--- src/rtl/cnn_pkg.sv ---
// rtl/cnn_pkg.sv - shared simpleCNN constants and window sequencer state encoding
package cnn_pkg;

  localparam int MNIST_H      = 28;
  localparam int MNIST_W      = 28;
  localparam int MNIST_PIXELS = MNIST_H * MNIST_W;
  localparam int DEF_K        = 5;
  localparam int DEF_PIX_W    = 8;

  typedef enum logic [2:0] {
    ST_IDLE,
    ST_FETCH,
    ST_DRAIN,
    ST_HOLD,
    ST_FIN
  } cws_state_e;

endpackage

--- src/rtl/conv_window_sequencer_if.sv ---
// rtl/conv_window_sequencer_if.sv - pixel memory read port and window stream bundle
interface conv_window_sequencer_if import cnn_pkg::*; #(
  parameter int K      = DEF_K,
  parameter int PIX_W  = DEF_PIX_W,
  parameter int ADDR_W = 17
);
  logic                   MEM_RD;
  logic [ADDR_W-1:0]      MEM_ADDR;
  logic [PIX_W-1:0]       MEM_DATA;
  logic [K*K*PIX_W-1:0]   WIN_DATA;
  logic [7:0]             WIN_X;
  logic [7:0]             WIN_Y;
  logic                   WIN_VALID;
  logic                   WIN_READY;

  modport master (
    output MEM_RD, MEM_ADDR, WIN_DATA, WIN_X, WIN_Y, WIN_VALID,
    input  MEM_DATA, WIN_READY
  );

  modport slave (
    input  MEM_RD, MEM_ADDR, WIN_DATA, WIN_X, WIN_Y, WIN_VALID,
    output MEM_DATA, WIN_READY
  );
endinterface

--- src/rtl/conv_window_counter.sv ---
// rtl/conv_window_counter.sv - window origin and in-window tap counters
module conv_window_counter import cnn_pkg::*; #(
  parameter int K      = DEF_K,
  parameter int STRIDE = 1,
  parameter int LAST_X = 0,
  parameter int LAST_Y = 0
) (
  input  logic       clk_i,
  input  logic       rst_i,
  input  logic       clear_i,
  input  logic       tap_adv_i,
  input  logic       win_adv_i,
  output logic [7:0] x_o,
  output logic [7:0] y_o,
  output logic [7:0] x_nxt_o,
  output logic [7:0] y_nxt_o,
  output logic [7:0] i_nxt_o,
  output logic [7:0] j_nxt_o,
  output logic       tap_last_o,
  output logic       win_last_o
);

  logic [7:0] x_q, y_q, i_q, j_q;
  logic       y_last, j_last;

  // Next values are exported so the parent can address the upcoming tap in the same edge
  always_comb begin
    y_last     = (y_q == 8'(LAST_Y));
    j_last     = (j_q == 8'(K - 1));
    x_nxt_o    = y_last ? x_q + 8'(STRIDE) : x_q;
    y_nxt_o    = y_last ? 8'd0 : y_q + 8'(STRIDE);
    i_nxt_o    = j_last ? i_q + 8'd1 : i_q;
    j_nxt_o    = j_last ? 8'd0 : j_q + 8'd1;
    tap_last_o = j_last && (i_q == 8'(K - 1));
    win_last_o = y_last && (x_q == 8'(LAST_X));
  end

  always_ff @(posedge clk_i) begin
    if (rst_i || clear_i) begin
      x_q <= '0;
      y_q <= '0;
      i_q <= '0;
      j_q <= '0;
    end else if (win_adv_i) begin
      x_q <= x_nxt_o;
      y_q <= y_nxt_o;
      i_q <= '0;
      j_q <= '0;
    end else if (tap_adv_i) begin
      i_q <= i_nxt_o;
      j_q <= j_nxt_o;
    end
  end

  assign x_o = x_q;
  assign y_o = y_q;

endmodule

--- src/rtl/conv_window_sequencer.sv ---
// rtl/conv_window_sequencer.sv - fetches every KxK image window from pixel memory and streams it out
module conv_window_sequencer import cnn_pkg::*; #(
  parameter int IMG_W  = MNIST_W,
  parameter int IMG_H  = MNIST_H,
  parameter int K      = DEF_K,
  parameter int STRIDE = 1,
  parameter int PIX_W  = DEF_PIX_W,
  parameter int ADDR_W = 17
) (
  input  logic              CLK,
  input  logic              RST,
  input  logic              START,
  input  logic [ADDR_W-1:0] BASE_ADDR,
  output logic              BUSY,
  output logic              DONE,
  conv_window_sequencer_if.master bus
);

  localparam int OUT_W = (IMG_W - K) / STRIDE + 1;
  localparam int OUT_H = (IMG_H - K) / STRIDE + 1;
  localparam int NTAP  = K * K;
  localparam int IDX_W = $clog2(NTAP + 1);

  generate
    if (K > IMG_W || K > IMG_H || STRIDE < 1) begin : g_bad_cfg
      $error("conv_window_sequencer: K must fit the image and STRIDE must be >= 1");
    end
  endgenerate

  cws_state_e           state_q;
  logic [ADDR_W-1:0]    base_q, mem_addr_q, addr_d, base_sel;
  logic                 mem_rd_q, pend_q, win_valid_q, busy_q, done_q;
  logic [IDX_W-1:0]     rd_idx_q, pend_idx_q, idx_d;
  logic [NTAP*PIX_W-1:0] win_data_q;
  logic [7:0]           cx, cy, cx_n, cy_n, ci_n, cj_n, ox, oy, ti, tj;
  logic                 tap_last, win_last, xfer, clear, tap_adv, win_adv;

  conv_window_counter #(
    .K(K), .STRIDE(STRIDE), .LAST_X((OUT_H - 1) * STRIDE), .LAST_Y((OUT_W - 1) * STRIDE)
  ) u_cnt (
    .clk_i(CLK), .rst_i(RST), .clear_i(clear), .tap_adv_i(tap_adv), .win_adv_i(win_adv),
    .x_o(cx), .y_o(cy), .x_nxt_o(cx_n), .y_nxt_o(cy_n), .i_nxt_o(ci_n), .j_nxt_o(cj_n),
    .tap_last_o(tap_last), .win_last_o(win_last)
  );

  // The tap whose read is launched at this edge: first tap on START/transfer, else the next tap
  always_comb begin
    xfer     = (state_q == ST_HOLD) && bus.WIN_READY;
    clear    = ((state_q == ST_IDLE) && START) || (state_q == ST_FIN);
    tap_adv  = (state_q == ST_FETCH) && !tap_last;
    win_adv  = xfer && !win_last;
    ox       = cx;
    oy       = cy;
    ti       = ci_n;
    tj       = cj_n;
    base_sel = base_q;
    if (state_q == ST_IDLE) begin
      ox       = '0;
      oy       = '0;
      ti       = '0;
      tj       = '0;
      base_sel = BASE_ADDR;
    end else if (state_q == ST_HOLD) begin
      ox = cx_n;
      oy = cy_n;
      ti = '0;
      tj = '0;
    end
    addr_d = base_sel + (ADDR_W'(ox) + ADDR_W'(ti)) * ADDR_W'(IMG_W) + ADDR_W'(oy) + ADDR_W'(tj);
    idx_d  = IDX_W'(int'(ti) * K + int'(tj));
  end

  always_ff @(posedge CLK) begin
    if (RST) begin
      state_q     <= ST_IDLE;
      base_q      <= '0;
      mem_rd_q    <= 1'b0;
      mem_addr_q  <= '0;
      rd_idx_q    <= '0;
      pend_q      <= 1'b0;
      pend_idx_q  <= '0;
      win_data_q  <= '0;
      win_valid_q <= 1'b0;
      busy_q      <= 1'b0;
      done_q      <= 1'b0;
    end else begin
      pend_q     <= mem_rd_q;
      pend_idx_q <= rd_idx_q;
      if (pend_q) win_data_q[int'(pend_idx_q) * PIX_W +: PIX_W] <= bus.MEM_DATA;
      case (state_q)
        ST_IDLE: if (START) begin
          base_q     <= BASE_ADDR;
          mem_rd_q   <= 1'b1;
          mem_addr_q <= addr_d;
          rd_idx_q   <= idx_d;
          busy_q     <= 1'b1;
          state_q    <= ST_FETCH;
        end
        ST_FETCH: if (tap_last) begin
          mem_rd_q <= 1'b0;
          state_q  <= ST_DRAIN;
        end else begin
          mem_addr_q <= addr_d;
          rd_idx_q   <= idx_d;
        end
        ST_DRAIN: begin
          win_valid_q <= 1'b1;
          state_q     <= ST_HOLD;
        end
        ST_HOLD: if (xfer) begin
          win_valid_q <= 1'b0;
          if (win_last) begin
            done_q  <= 1'b1;
            state_q <= ST_FIN;
          end else begin
            mem_rd_q   <= 1'b1;
            mem_addr_q <= addr_d;
            rd_idx_q   <= idx_d;
            state_q    <= ST_FETCH;
          end
        end
        ST_FIN: begin
          done_q  <= 1'b0;
          busy_q  <= 1'b0;
          state_q <= ST_IDLE;
        end
        default: state_q <= ST_IDLE;
      endcase
    end
  end

  assign bus.MEM_RD    = mem_rd_q;
  assign bus.MEM_ADDR  = mem_addr_q;
  assign bus.WIN_DATA  = win_data_q;
  assign bus.WIN_X     = cx;
  assign bus.WIN_Y     = cy;
  assign bus.WIN_VALID = win_valid_q;
  assign BUSY          = busy_q;
  assign DONE          = done_q;

endmodule

--- src/flat_wrapper.sv ---
// flat-port wrapper written by rule: the top's interface ports become plain ports
module conv_window_sequencer_flat import cnn_pkg::*;
#(
  parameter int IMG_W  = MNIST_W,
  parameter int IMG_H  = MNIST_H,
  parameter int K      = DEF_K,
  parameter int STRIDE = 1,
  parameter int PIX_W  = DEF_PIX_W,
  parameter int ADDR_W = 17
)
  (CLK, RST, START, BASE_ADDR, BUSY, DONE, bus_MEM_RD, bus_MEM_ADDR, bus_WIN_DATA, bus_WIN_X, bus_WIN_Y, bus_WIN_VALID, bus_MEM_DATA, bus_WIN_READY);
  conv_window_sequencer_if #(.K(K), .PIX_W(PIX_W), .ADDR_W(ADDR_W)) bus_i ();
  input  logic CLK;
  input  logic RST;
  input  logic START;
  input  logic [ADDR_W-1:0] BASE_ADDR;
  output logic BUSY;
  output logic DONE;
  output wire logic [$bits(bus_i.MEM_RD)-1:0] bus_MEM_RD;
  output wire logic [$bits(bus_i.MEM_ADDR)-1:0] bus_MEM_ADDR;
  output wire logic [$bits(bus_i.WIN_DATA)-1:0] bus_WIN_DATA;
  output wire logic [$bits(bus_i.WIN_X)-1:0] bus_WIN_X;
  output wire logic [$bits(bus_i.WIN_Y)-1:0] bus_WIN_Y;
  output wire logic [$bits(bus_i.WIN_VALID)-1:0] bus_WIN_VALID;
  input wire logic [$bits(bus_i.MEM_DATA)-1:0] bus_MEM_DATA;
  input wire logic [$bits(bus_i.WIN_READY)-1:0] bus_WIN_READY;
  assign bus_MEM_RD = bus_i.MEM_RD;
  assign bus_MEM_ADDR = bus_i.MEM_ADDR;
  assign bus_WIN_DATA = bus_i.WIN_DATA;
  assign bus_WIN_X = bus_i.WIN_X;
  assign bus_WIN_Y = bus_i.WIN_Y;
  assign bus_WIN_VALID = bus_i.WIN_VALID;
  assign bus_i.MEM_DATA = bus_MEM_DATA;
  assign bus_i.WIN_READY = bus_WIN_READY;
  conv_window_sequencer #(.IMG_W(IMG_W), .IMG_H(IMG_H), .K(K), .STRIDE(STRIDE), .PIX_W(PIX_W), .ADDR_W(ADDR_W)) u_core (.CLK(CLK), .RST(RST), .START(START), .BASE_ADDR(BASE_ADDR), .BUSY(BUSY), .DONE(DONE), .bus(bus_i));
endmodule
--- config.mk ---
export PLATFORM = sky130hd
export DESIGN_NAME = conv_window_sequencer_flat
export DESIGN_NICKNAME = d
export VERILOG_FILES = /design/src/rtl/cnn_pkg.sv /design/src/rtl/conv_window_sequencer_if.sv /design/src/rtl/conv_window_counter.sv /design/src/rtl/conv_window_sequencer.sv /design/src/flat_wrapper.sv
export SDC_FILE = /design/constraint.sdc
export NUM_CORES = 1
export LEC_CHECK = 0
export ABC_AREA = 1
export CAP_MARGIN = 15
export CORE_MARGIN = 10
export CORE_UTILIZATION = 59
export DETAILED_ROUTE_END_ITERATION = 7
export GPL_TIMING_DRIVEN = 0
export PLACE_DENSITY_LB_ADDON = 0.12
export SYNTH_ARGS = -nofsm -noshare
export SYNTH_HDL_FRONTEND = slang
export SYNTH_SLANG_ARGS = --single-unit
--- constraint.sdc ---
create_clock -name CLK -period 11.7 [get_ports CLK]
set_input_delay 2.34 -clock CLK [delete_from_list [all_inputs] [get_ports CLK]]
set_output_delay 2.34 -clock CLK [all_outputs]
set_load 0.05 [all_outputs]
==> impl_metrics.csv, run 1 <==
group,metric,value,unit
die,dieWidth,187,µm
die,io_pins,266,
cts,cts_max_level,1,
global_routing,grt_start_max_net_pins,15,
drt,vias_per_cell,5.57,
timing,setup_viol,0,
timing,maxSlewHeadroom,35.7,%
setup_path,cp-start-kind,"register",
logic_synthesis,synth-seq-area-share,34.4,%
cts,path_clk_slew,0.06,ns
placement,port_buffers,264,
worst_hold_path,hold_depth,2,
drt,ant_nets,0,
logic_synthesis,async_flop_share,0,%
placement,placed_cells,3150,
setup_path,crit_start,"u_core.u_cnt.j_q[0]$_SDFFE_PP0P_",
setup_path,max_stage_delay,0.58,ns
final_layout,final_cell_mix,"nand2_1 (600), nor2_1 (370), inv_1 (340)",
final_layout,num-fill-cells,2210,
logic_synthesis,avgSynthCellArea,6.60,µm²
power,power_switching,1540,µW
cts,numClockSinks,284,
setup_path,path_class,"reg2reg",
power,power_frac_seq,29.7,%
logic_synthesis,syn-cell-area,16500,µm²
timing,fin_tns_setup,0,ns
logic_synthesis,ys_warn_count,0,
logic_synthesis,synth-main-ff-cell,"dfxtp_1",
final_layout,layout-drive-gt1-share,6.15,%
setup_path,rrSetupSlack,4.54,ns
timing,slew_violations,0,
timing,hold_viol_final,0,
placement,hpwl,44800,µm
worst_hold_path,hold_end,"u_core.pend_idx_q[1]$_SDFF_PP0_",
flow_run,drv_cap,0,
placement,gp_congestion,1.02,
logic_synthesis,yosysTopAreaCellShare,34.4,%
logic_synthesis,synth_edf_count,0,
timing,worst_pin_slew,0.964,ns
cts,cts-hold-fix-buffers,0,
cts,cts_root_buf,"clkbuf_16",
die,die_h,187,µm
worst_hold_path,hp-class,"reg2reg",
final_layout,final_net_count,2923,
setup_path,end_kind,"register",
logic_synthesis,synth_cells,2508,
cts,cts_tree,"built",
global_routing,grt_remaining_overflow,0,
die,initial_core_util,59.7,%
logic_synthesis,yosysTopAreaCell,"dfxtp_1",
timing,max_freq,140,MHz
die,die_area,35100,µm²
setup_path,r2r_end,"u_core.bus.MEM_ADDR[10]$_SDFFE_PP0P_",
worst_hold_path,min-delay-start,"u_core.rd_idx_q[1]$_SDFFE_PP0P_",
setup_path,cp.arrival,7.65,ns
logic_synthesis,ys_ff_latch,284,
drt,drc_errors,0,
setup_path,reg2reg_from,"u_core.u_cnt.j_q[0]$_SDFFE_PP0P_",
final_layout,insertedDiodeCount,0,
logic_synthesis,synth_fp_nets,2626,
setup_path,critical_path_required,12.19,ns
drt,vias,17849,
cts,cts_buffers,31,
timing,fin_skew,0.0102,ns
power,power_switching_share,42.5,%
global_routing,grt_pass1_vias,16995,
setup_path,slowest_stage,"fa_1",
global_routing,grt_antenna_before_repair,1,
cts,clock_latency,0.57,ns
global_routing,grt_pass1_wl,91200,µm
power,p_int,2080,µW
drt,drtIter0Drc,2265,
logic_synthesis,synth_cell_types,50,
power,p_comb_share,40.2,%
run_status,status,"completed",
setup_path,crit_family,"adder cells",
power,pwr-share-clk,30.1,%
setup_path,rr_worst_depth,34,
timing,rsz0062_at_grt,"no",
global_routing,groute.usage.overall,31.6,%
final_layout,areaGrowthSynthToFinish,25.7,%
power,p_leak,0.00907,µW
power,peakVddDrop,197,µV
drt,drt-wirelength-per-cell,18.1,µm
drt,firstDrtPassIters,8,
logic_synthesis,synth_area_leaders,"dfxtp_1 (34%), nand2_1 (14%), nor2_1 (8.4%)",
final_layout,layout_commonest_cell,"nand2_1",
drt,routed_wl,58100,µm
setup_path,crit_path_frequent_cell,"inv_1",
final_layout,final_cells,3206,
power,power_density,174,nW/µm²
die,rows,61,
cts,cts-resized-gates,0,
timing,period_share,61.2,%
setup_path,cp_num_buf_inv,9,
cts,cts_buffer_depth,3,
cts,post_cts_buffers,0,
setup_path,crit_fanout,10,
die,coreArea,27700,µm²
timing,fin_crit,7.16,ns
==> power by group through the flow <==
stage               sequential [µW]  combinational [µW]  clock (µW)
detailed placement             1100                1410           0
CTS                            1080                1420        1090
global placement               1090                1380           0
floorplan                      1200                 876           0
finish                         1080                1450        1090
global route                   1080                1570        1130
==> registers in the layout, summed over array words and instances, names as in the netlist, 3 cells and up <==
register,cells
u_core.u_cnt.j_q,8
u_core.pend_idx_q,5
u_core.bus.WIN_DATA,200
u_core.u_cnt.x_o,8
u_core.bus.MEM_ADDR,17
u_core.base_q,17
u_core.u_cnt.i_q,8
u_core.u_cnt.y_o,8
u_core.rd_idx_q,5
u_core.state_q,3
==> cells in the mapped netlist (2+ instances only) <==
master	n
buf_2	51
buf_4	9
nand3b_1	6
xor2_1	33
dfxtp_1	284
nor2_2	3
fa_1	22
nand4_1	49
o21bai_1	2
xnor2_1	2
nand2_1	600
nand3_1	240
clkbuf_1	55
nor2_4	11
o21ai_1	20
nand2_4	2
o22ai_1	19
nand3_2	12
nor4_1	16
nand2_2	8
nor2_8	3
inv_2	11
nor3_1	36
ha_1	67
buf_1	7
inv_4	2
o21ai_0	111
a211oi_1	13
a21oi_1	85
nor2_1	370
inv_1	340
==> cell type report <==
cell class	instances	area (µm²)	share of cell area, %
sequential	284	5690	27.3
inverter	355	1350	6.47
clock inverter	16	267	1.28
clock buffer	40	870	4.18
multi-input combinational	1747	8960	43.1
buffer	122	556	2.67
timing repair buffer	264	2640	12.7
tap	378	473	2.27
==> logic make-up (layout without fill, tap and decap cells) <==
logic type	Yosys count	after routing	synth area share, %
AND/OR/NAND/NOR	1363	1363	36.1
buffers and inverters	477	797	11.5
flip-flops	284	284	34.4
AO/OA/AOI/OAI	259	259	8.36
adder cells (fa/ha/maj)	89	89	7.73
XOR/XNOR	36	36	1.95
==> metal layers <==
| metal | vias up | wire (µm) | global-route usage, % |
|---|---|---|---|
| li1 | 8546 | - | - |
| met1 | 8130 | 21700 | 36.2 |
| met2 | 948 | 27800 | 54.9 |
| met3 | 223 | 5090 | 5.57 |
| met4 | 2 | 3440 | 17.0 |
| met5 | - | 13 | 0 |
==> through the flow <==
step | util, % | total power, µW | setup slack (ns) | area, µm² | hold WS [ns]
5_1_grt | 75.1 | 3780 | 3.96 | 20800 | 0.468
3_5_place_dp | 71.0 | 2500 | 4.61 | 19700 | 0.422
3_3_place_gp | 71.0 | 2470 | 4.78 | 19700 | 0.409
4_1_cts | 75.1 | 3590 | 4.55 | 20800 | 0.438
6_report | 75.1 | 3620 | 4.54 | 20800 | 0.438
2_1_floorplan | - | 2080 | 5.41 | 16500 | 0.400
==> worst reg2reg max path, delay by kind of cell, from the launching register on <==
family	cells	cell delay, ns
XOR/XNOR	2	0.37
flip-flops	1	0.36
AND/OR/NAND/NOR	11	1.58
buffers and inverters	9	0.90
adder cells (fa/ha/maj)	8	3.14
AO/OA/AOI/OAI	4	0.76
==> worst max path at each step <==
stage | to | slack [ns] | depth (start not counted)
floorplan | u_core.bus.MEM_ADDR[12]$_SDFFE_PP0P_ | 5.41 | 32
global placement | u_core.bus.MEM_ADDR[12]$_SDFFE_PP0P_ | 4.78 | 36
detailed placement | u_core.bus.MEM_ADDR[12]$_SDFFE_PP0P_ | 4.61 | 36
CTS | u_core.bus.MEM_ADDR[10]$_SDFFE_PP0P_ | 4.55 | 34
global route | u_core.bus.MEM_ADDR[12]$_SDFFE_PP0P_ | 3.96 | 36
finish | u_core.bus.MEM_ADDR[10]$_SDFFE_PP0P_ | 4.54 | 34
No activity file was read; power rests on OpenSTA's default activity.
==> inputs of run 2 (changes only) <==
CORE_UTILIZATION = 49   (was 59)
clock period = 6.15 ns   (was 11.7 ns; I/O delays follow)
==> run 2 against run 1 <==
Net effect:
- utilization down 9.8 points
- sequential cell count unchanged
- routed wire length up 2.0%
- total power up 97%
- maximum frequency up 18%
- final area up 5.0%
- die area up 18%
- first-iteration DRC count down 42%
- clock-buffer cell count up 3
- sequential power up 90%
- hold slack worse by 0.018 ns
- critical path type unchanged
- largest cell class unchanged
- highest routed layer is now met4
==> impl_metrics.csv, run 2 (same netlist as run 1, synthesis figures left out) <==
group,metric,value,unit
final_layout,final_cell_mix,"nand2_1 (581), nor2_1 (360), inv_1 (324)",
final_layout,final-seq-area,5700,µm²
timing,hold_viol_final,0,
setup_path,critical_path_required,6.63,ns
timing,slew_violations,0,
setup_path,end_kind,"register",
flow_run,drv_cap,0,
final_layout,layout_commonest_cell,"nand2_1",
cts,cts_buffer_depth,3,
final_layout,largest_reg_flops,200,
timing,rsz0062_at_grt,"yes",
die,io_pins,266,
timing,setup_viol,0,
global_routing,met1_usage,32.4,%
die,dieWidth,204,µm
power,power_density,326,nW/µm²
global_routing,grt-busiest-layer,"met2",
drt,vias,17595,
placement,dpl_cell_area,19800,µm²
placement,hpwl,45800,µm
global_routing,grt_remaining_overflow,0,
drt,ant_nets,0,
power,peakVddDrop,313,µV
final_layout,final_area,21800,µm²
run_status,status,"completed",
cts,cts_root_buf,"clkbuf_16",
cts,cts_max_level,1,
final_layout,multi_input_area,9740,µm²
global_routing,grt_antenna_before_repair,0,
setup_path,crit_fanout,6,
setup_path,path_class,"reg2reg",
global_routing,met2_usage,47.4,%
cts,clock_latency,0.58,ns
timing,period_share,98.8,%
timing,fin_skew,0.0127,ns
die,die_h,204,µm
drt,drc_errors,0,
timing,maxSlewHeadroom,31.7,%
final_layout,insertedDiodeCount,0,
timing,fin_crit,6.08,ns
drt,drtIter0Drc,1305,
final_layout,fin_util,65.3,%
global_routing,grt_pass1_wl,90800,µm
drt,firstDrtPassIters,6,
global_routing,use_met3,4.24,%
placement,pre_cts_slack,-0.895,ns
setup_path,cp-start-kind,"register",
drt,routed_wl,59300,µm
timing,worst_slack,0.0724,ns
global_routing,grt_start_max_net_pins,16,
setup_path,max_stage_delay,0.55,ns
power,p_leak,0.00928,µW
timing,hold_slack,0.420,ns
drt,drt-wirelength-per-cell,18.0,µm
placement,port_buffers,264,
cts,numClockSinks,284,
setup_path,slowest_stage,"fa_1",
die,rows,67,
final_layout,num-fill-cells,2978,
die,initial_core_util,49.5,%
die,die_area,41500,µm²
timing,max_freq,165,MHz
final_layout,final_net_count,2946,
global_routing,groute.usage.overall,27.1,%
final_layout,layout-drive-gt1-share,11.6,%
cts,cts_buffers,31,
timing,worst_pin_slew,1.02,ns
cts,cts_tree,"built",
drt,vias_per_cell,5.34,
global_routing,grt_pass1_vias,16773,
power,fin_total_pwr,7130,µW
setup_path,cp.arrival,6.55,ns
die,coreArea,33400,µm²
placement,gp_congestion,0.988,
worst_hold_path,hp-class,"reg2reg",
cts,cts-hold-fix-buffers,0,
final_layout,areaGrowthSynthToFinish,32.0,%
cts,path_clk_slew,0.06,ns
==> run 2: area by class of cell <==
class | count | area share [%]
Sequential cell | 284 | 26.1
Timing Repair Buffer | 287 | 12.9
Multi-Input combinational cell | 1747 | 44.6
Buffer | 122 | 2.62
Inverter | 355 | 6.23
Clock buffer | 43 | 4.22
Tap cell | 448 | 2.57
Clock inverter | 12 | 0.785
==> run 2: path summary, 6_finish.rpt <==
path | startpoint | end | slack (ns) | cells after the start
worst min-delay path | u_core.rd_idx_q[3]$_SDFFE_PP0P_ | u_core.pend_idx_q[3]$_SDFF_PP0_ | 0.42 | 2
worst min register to register | u_core.rd_idx_q[3]$_SDFFE_PP0P_ | u_core.pend_idx_q[3]$_SDFF_PP0_ | 0.42 | 2
worst max register to register | u_core.u_cnt.j_q[0]$_SDFFE_PP0P_ | u_core.bus.MEM_ADDR[16]$_SDFFE_PP0P_ | 0.07 | 35
worst max-delay path | u_core.u_cnt.j_q[0]$_SDFFE_PP0P_ | u_core.bus.MEM_ADDR[16]$_SDFFE_PP0P_ | 0.07 | 35
==> run 2: per-stage QoR <==
step | cells | TNS, ns
global placement | 3220 | -7.55
CTS | 3286 | 0
global route | 3298 | -0.719
finish | 3298 | 0
detailed placement | 3220 | -7.94
floorplan | 2508 | 0
==> run 2: what timing repair did <==
action | CTS | global route
gates resized for setup | 59 | 123
setup endpoints to repair | 12 | 11
buffers inserted | 11 | 12
pin swaps | 16 | 60
==> run 2: worst max-delay path: cells and delay by family, from the launching register on <==
family                     cells  cell delay, ns
adders and majority gates      8            2.79
AOI/OAI and AO/OA              3            0.53
xor gates and xnor gates       1            0.19
DFF                            1            0.36
and+or+nand+nor               14            1.51
buffers and inverters          9            0.60
==> run 2: metal layers <==
layer / wire length, µm / vias up
met1: 23500 / 8110
met3: 4330 / 165
met4: 2690 / 0
met5: 0 / -
li1: - / 8574
met2: 28800 / 746
==> run 2: power breakdown <==
group,switching [µW],internal (µW)
Sequential,75.1,1970
Combinational,2230,866
Clock,780,1200
Total,3080,4040
==> inputs of run 3 (changes only) <==
CORE_UTILIZATION = 59   (was 49)
clock period = 7.25 ns   (was 6.15 ns; I/O delays follow)
==> run 3 against run 2 <==
Net effect:
- largest cell class unchanged
- final area shrank 4.3%
- final cell count shrank 2.8%
- clock-buffer cell count shrank 3
- highest routed layer is now met5
- total power shrank 18%
- routed wire length shrank 1.8%
- setup slack gained 0.27 ns
- global-route usage grew 4.4 points
- hold slack gained 0.023 ns
- sequential share of layout area grew 1.1 points
- clock skew shrank 0.0015 ns
- clock power shrank 11%
- die area shrank 15%
==> impl_metrics.csv, run 3 (same netlist as run 1, synthesis figures left out) <==
group,metric,value,unit
timing,setup_viol,0,
placement,hpwl,44800,µm
placement,gp_congestion,1.02,
cts,post_cts_buffers,0,
cts,path_clk_slew,0.06,ns
global_routing,grt_remaining_overflow,0,
timing,fin_crit,6.91,ns
global_routing,grt_antenna_before_repair,1,
timing,slew_violations,0,
cts,clock_latency,0.57,ns
timing,hold_slack,0.443,ns
setup_path,crit_family,"adder cells",
drt,firstDrtPassIters,6,
power,peakVddDrop,318,µV
worst_hold_path,hp-class,"reg2reg",
cts,cts_max_level,1,
power,power_density,281,nW/µm²
final_layout,insertedDiodeCount,0,
die,rows,61,
setup_path,cp-start-kind,"register",
setup_path,crit_start,"u_core.u_cnt.j_q[0]$_SDFFE_PP0P_",
setup_path,cp.arrival,7.40,ns
drt,drt-wirelength-per-cell,18.2,µm
power,fin_total_pwr,5860,µW
setup_path,cp_num_buf_inv,7,
setup_path,slowest_stage,"fa_1",
die,die_area,35100,µm²
setup_path,reg2reg_from,"u_core.u_cnt.j_q[0]$_SDFFE_PP0P_",
drt,ant_nets,0,
flow_run,drv_cap,0,
cts,cts-hold-fix-buffers,0,
cts,numClockSinks,284,
drt,vias_per_cell,5.53,
cts,cts_root_buf,"clkbuf_16",
die,initial_core_util,59.7,%
cts,cts_buffer_depth,3,
die,dieWidth,187,µm
setup_path,crit_fanout,10,
die,io_pins,266,
global_routing,grt_pass1_vias,16995,
timing,maxSlewHeadroom,35.9,%
final_layout,final_net_count,2923,
setup_path,crit_path_frequent_cell,"nand2_1",
global_routing,grt_pass1_wl,91200,µm
die,coreArea,27700,µm²
die,die_h,187,µm
run_status,status,"completed",
final_layout,layout_commonest_cell,"nand2_1",
setup_path,end_kind,"register",
cts,cts_tree,"built",
setup_path,max_stage_delay,0.57,ns
timing,hold_viol_final,0,
final_layout,areaGrowthSynthToFinish,26.3,%
timing,fin_skew,0.0112,ns
global_routing,grt_start_max_net_pins,15,
drt,routed_wl,58200,µm
global_routing,groute.usage.overall,31.6,%
final_layout,layout-drive-gt1-share,6.82,%
timing,worst_pin_slew,0.961,ns
timing,period_share,95.3,%
final_layout,largest_reg_flops,200,
cts,cts-resized-gates,0,
setup_path,critical_path_required,7.74,ns
cts,cts_buffers,31,
drt,drc_errors,0,
timing,max_freq,145,MHz
drt,drtIter0Drc,2042,
setup_path,path_class,"reg2reg",
placement,port_buffers,264,
final_layout,num-fill-cells,2192,
worst_hold_path,min-delay-start,"u_core.rd_idx_q[2]$_SDFFE_PP0P_",
drt,vias,17717,
final_layout,final_cell_mix,"nand2_1 (598), nor2_1 (367), inv_1 (340)",
power,p_leak,0.00907,µW
-- run 3: report_power, final --
part           switching [µW]  internal, µW
sequential               65.6          1670
combinational            1760           605
clock                     666          1090
-- run 3: worst paths after layout --
check                                                       endpoint  slack [ns]  depth (start not counted)
worst max-delay path            u_core.bus.MEM_ADDR[10]$_SDFFE_PP0P_        0.34                         31
worst min-delay path                 u_core.pend_idx_q[2]$_SDFF_PP0_        0.44                          2
worst max register to register  u_core.bus.MEM_ADDR[10]$_SDFFE_PP0P_        0.34                         31
worst min register to register       u_core.pend_idx_q[2]$_SDFF_PP0_        0.44                          2
-- run 3: tightest hold or removal path, stage by stage (launching register included) --
cell	delay [ns]
dfxtp_1	0.30
nand2_1	0.07
inv_1	0.05
-- run 3: area by class of cell --
cell class	count	area [µm²]	area share [%]
Sequential cell	284	5690	27.2
Multi-Input combinational cell	1747	9050	43.3
Clock inverter	16	267	1.28
Buffer	122	559	2.68
Inverter	355	1350	6.44
Timing Repair Buffer	264	2640	12.6
Tap cell	378	473	2.26
Clock buffer	40	870	4.16
-- run 3: layer usage --
layer | vias up | global-route usage [%] | wire (µm)
li1 | 8531 | - | -
met1 | 8068 | 36.2 | 21900
met2 | 901 | 54.9 | 28100
met3 | 215 | 5.57 | 4790
met4 | 2 | 17.0 | 3350
met5 | - | 0 | 13
-- run 3: metrics by stage --
step | setup WS [ns] | util [%] | TNS [ns] | cell area [µm²] | cells
after floorplan | 0.960 | - | 0 | 16500 | 2508
after global placement | 0.328 | 71.0 | 0 | 19700 | 3150
after detailed placement | 0.160 | 71.0 | 0 | 19700 | 3150
after CTS | 0.0973 | 75.1 | 0 | 20800 | 3206
after global routing | -0.0861 | 75.4 | -0.252 | 20900 | 3206
final | 0.340 | 75.4 | 0 | 20900 | 3206
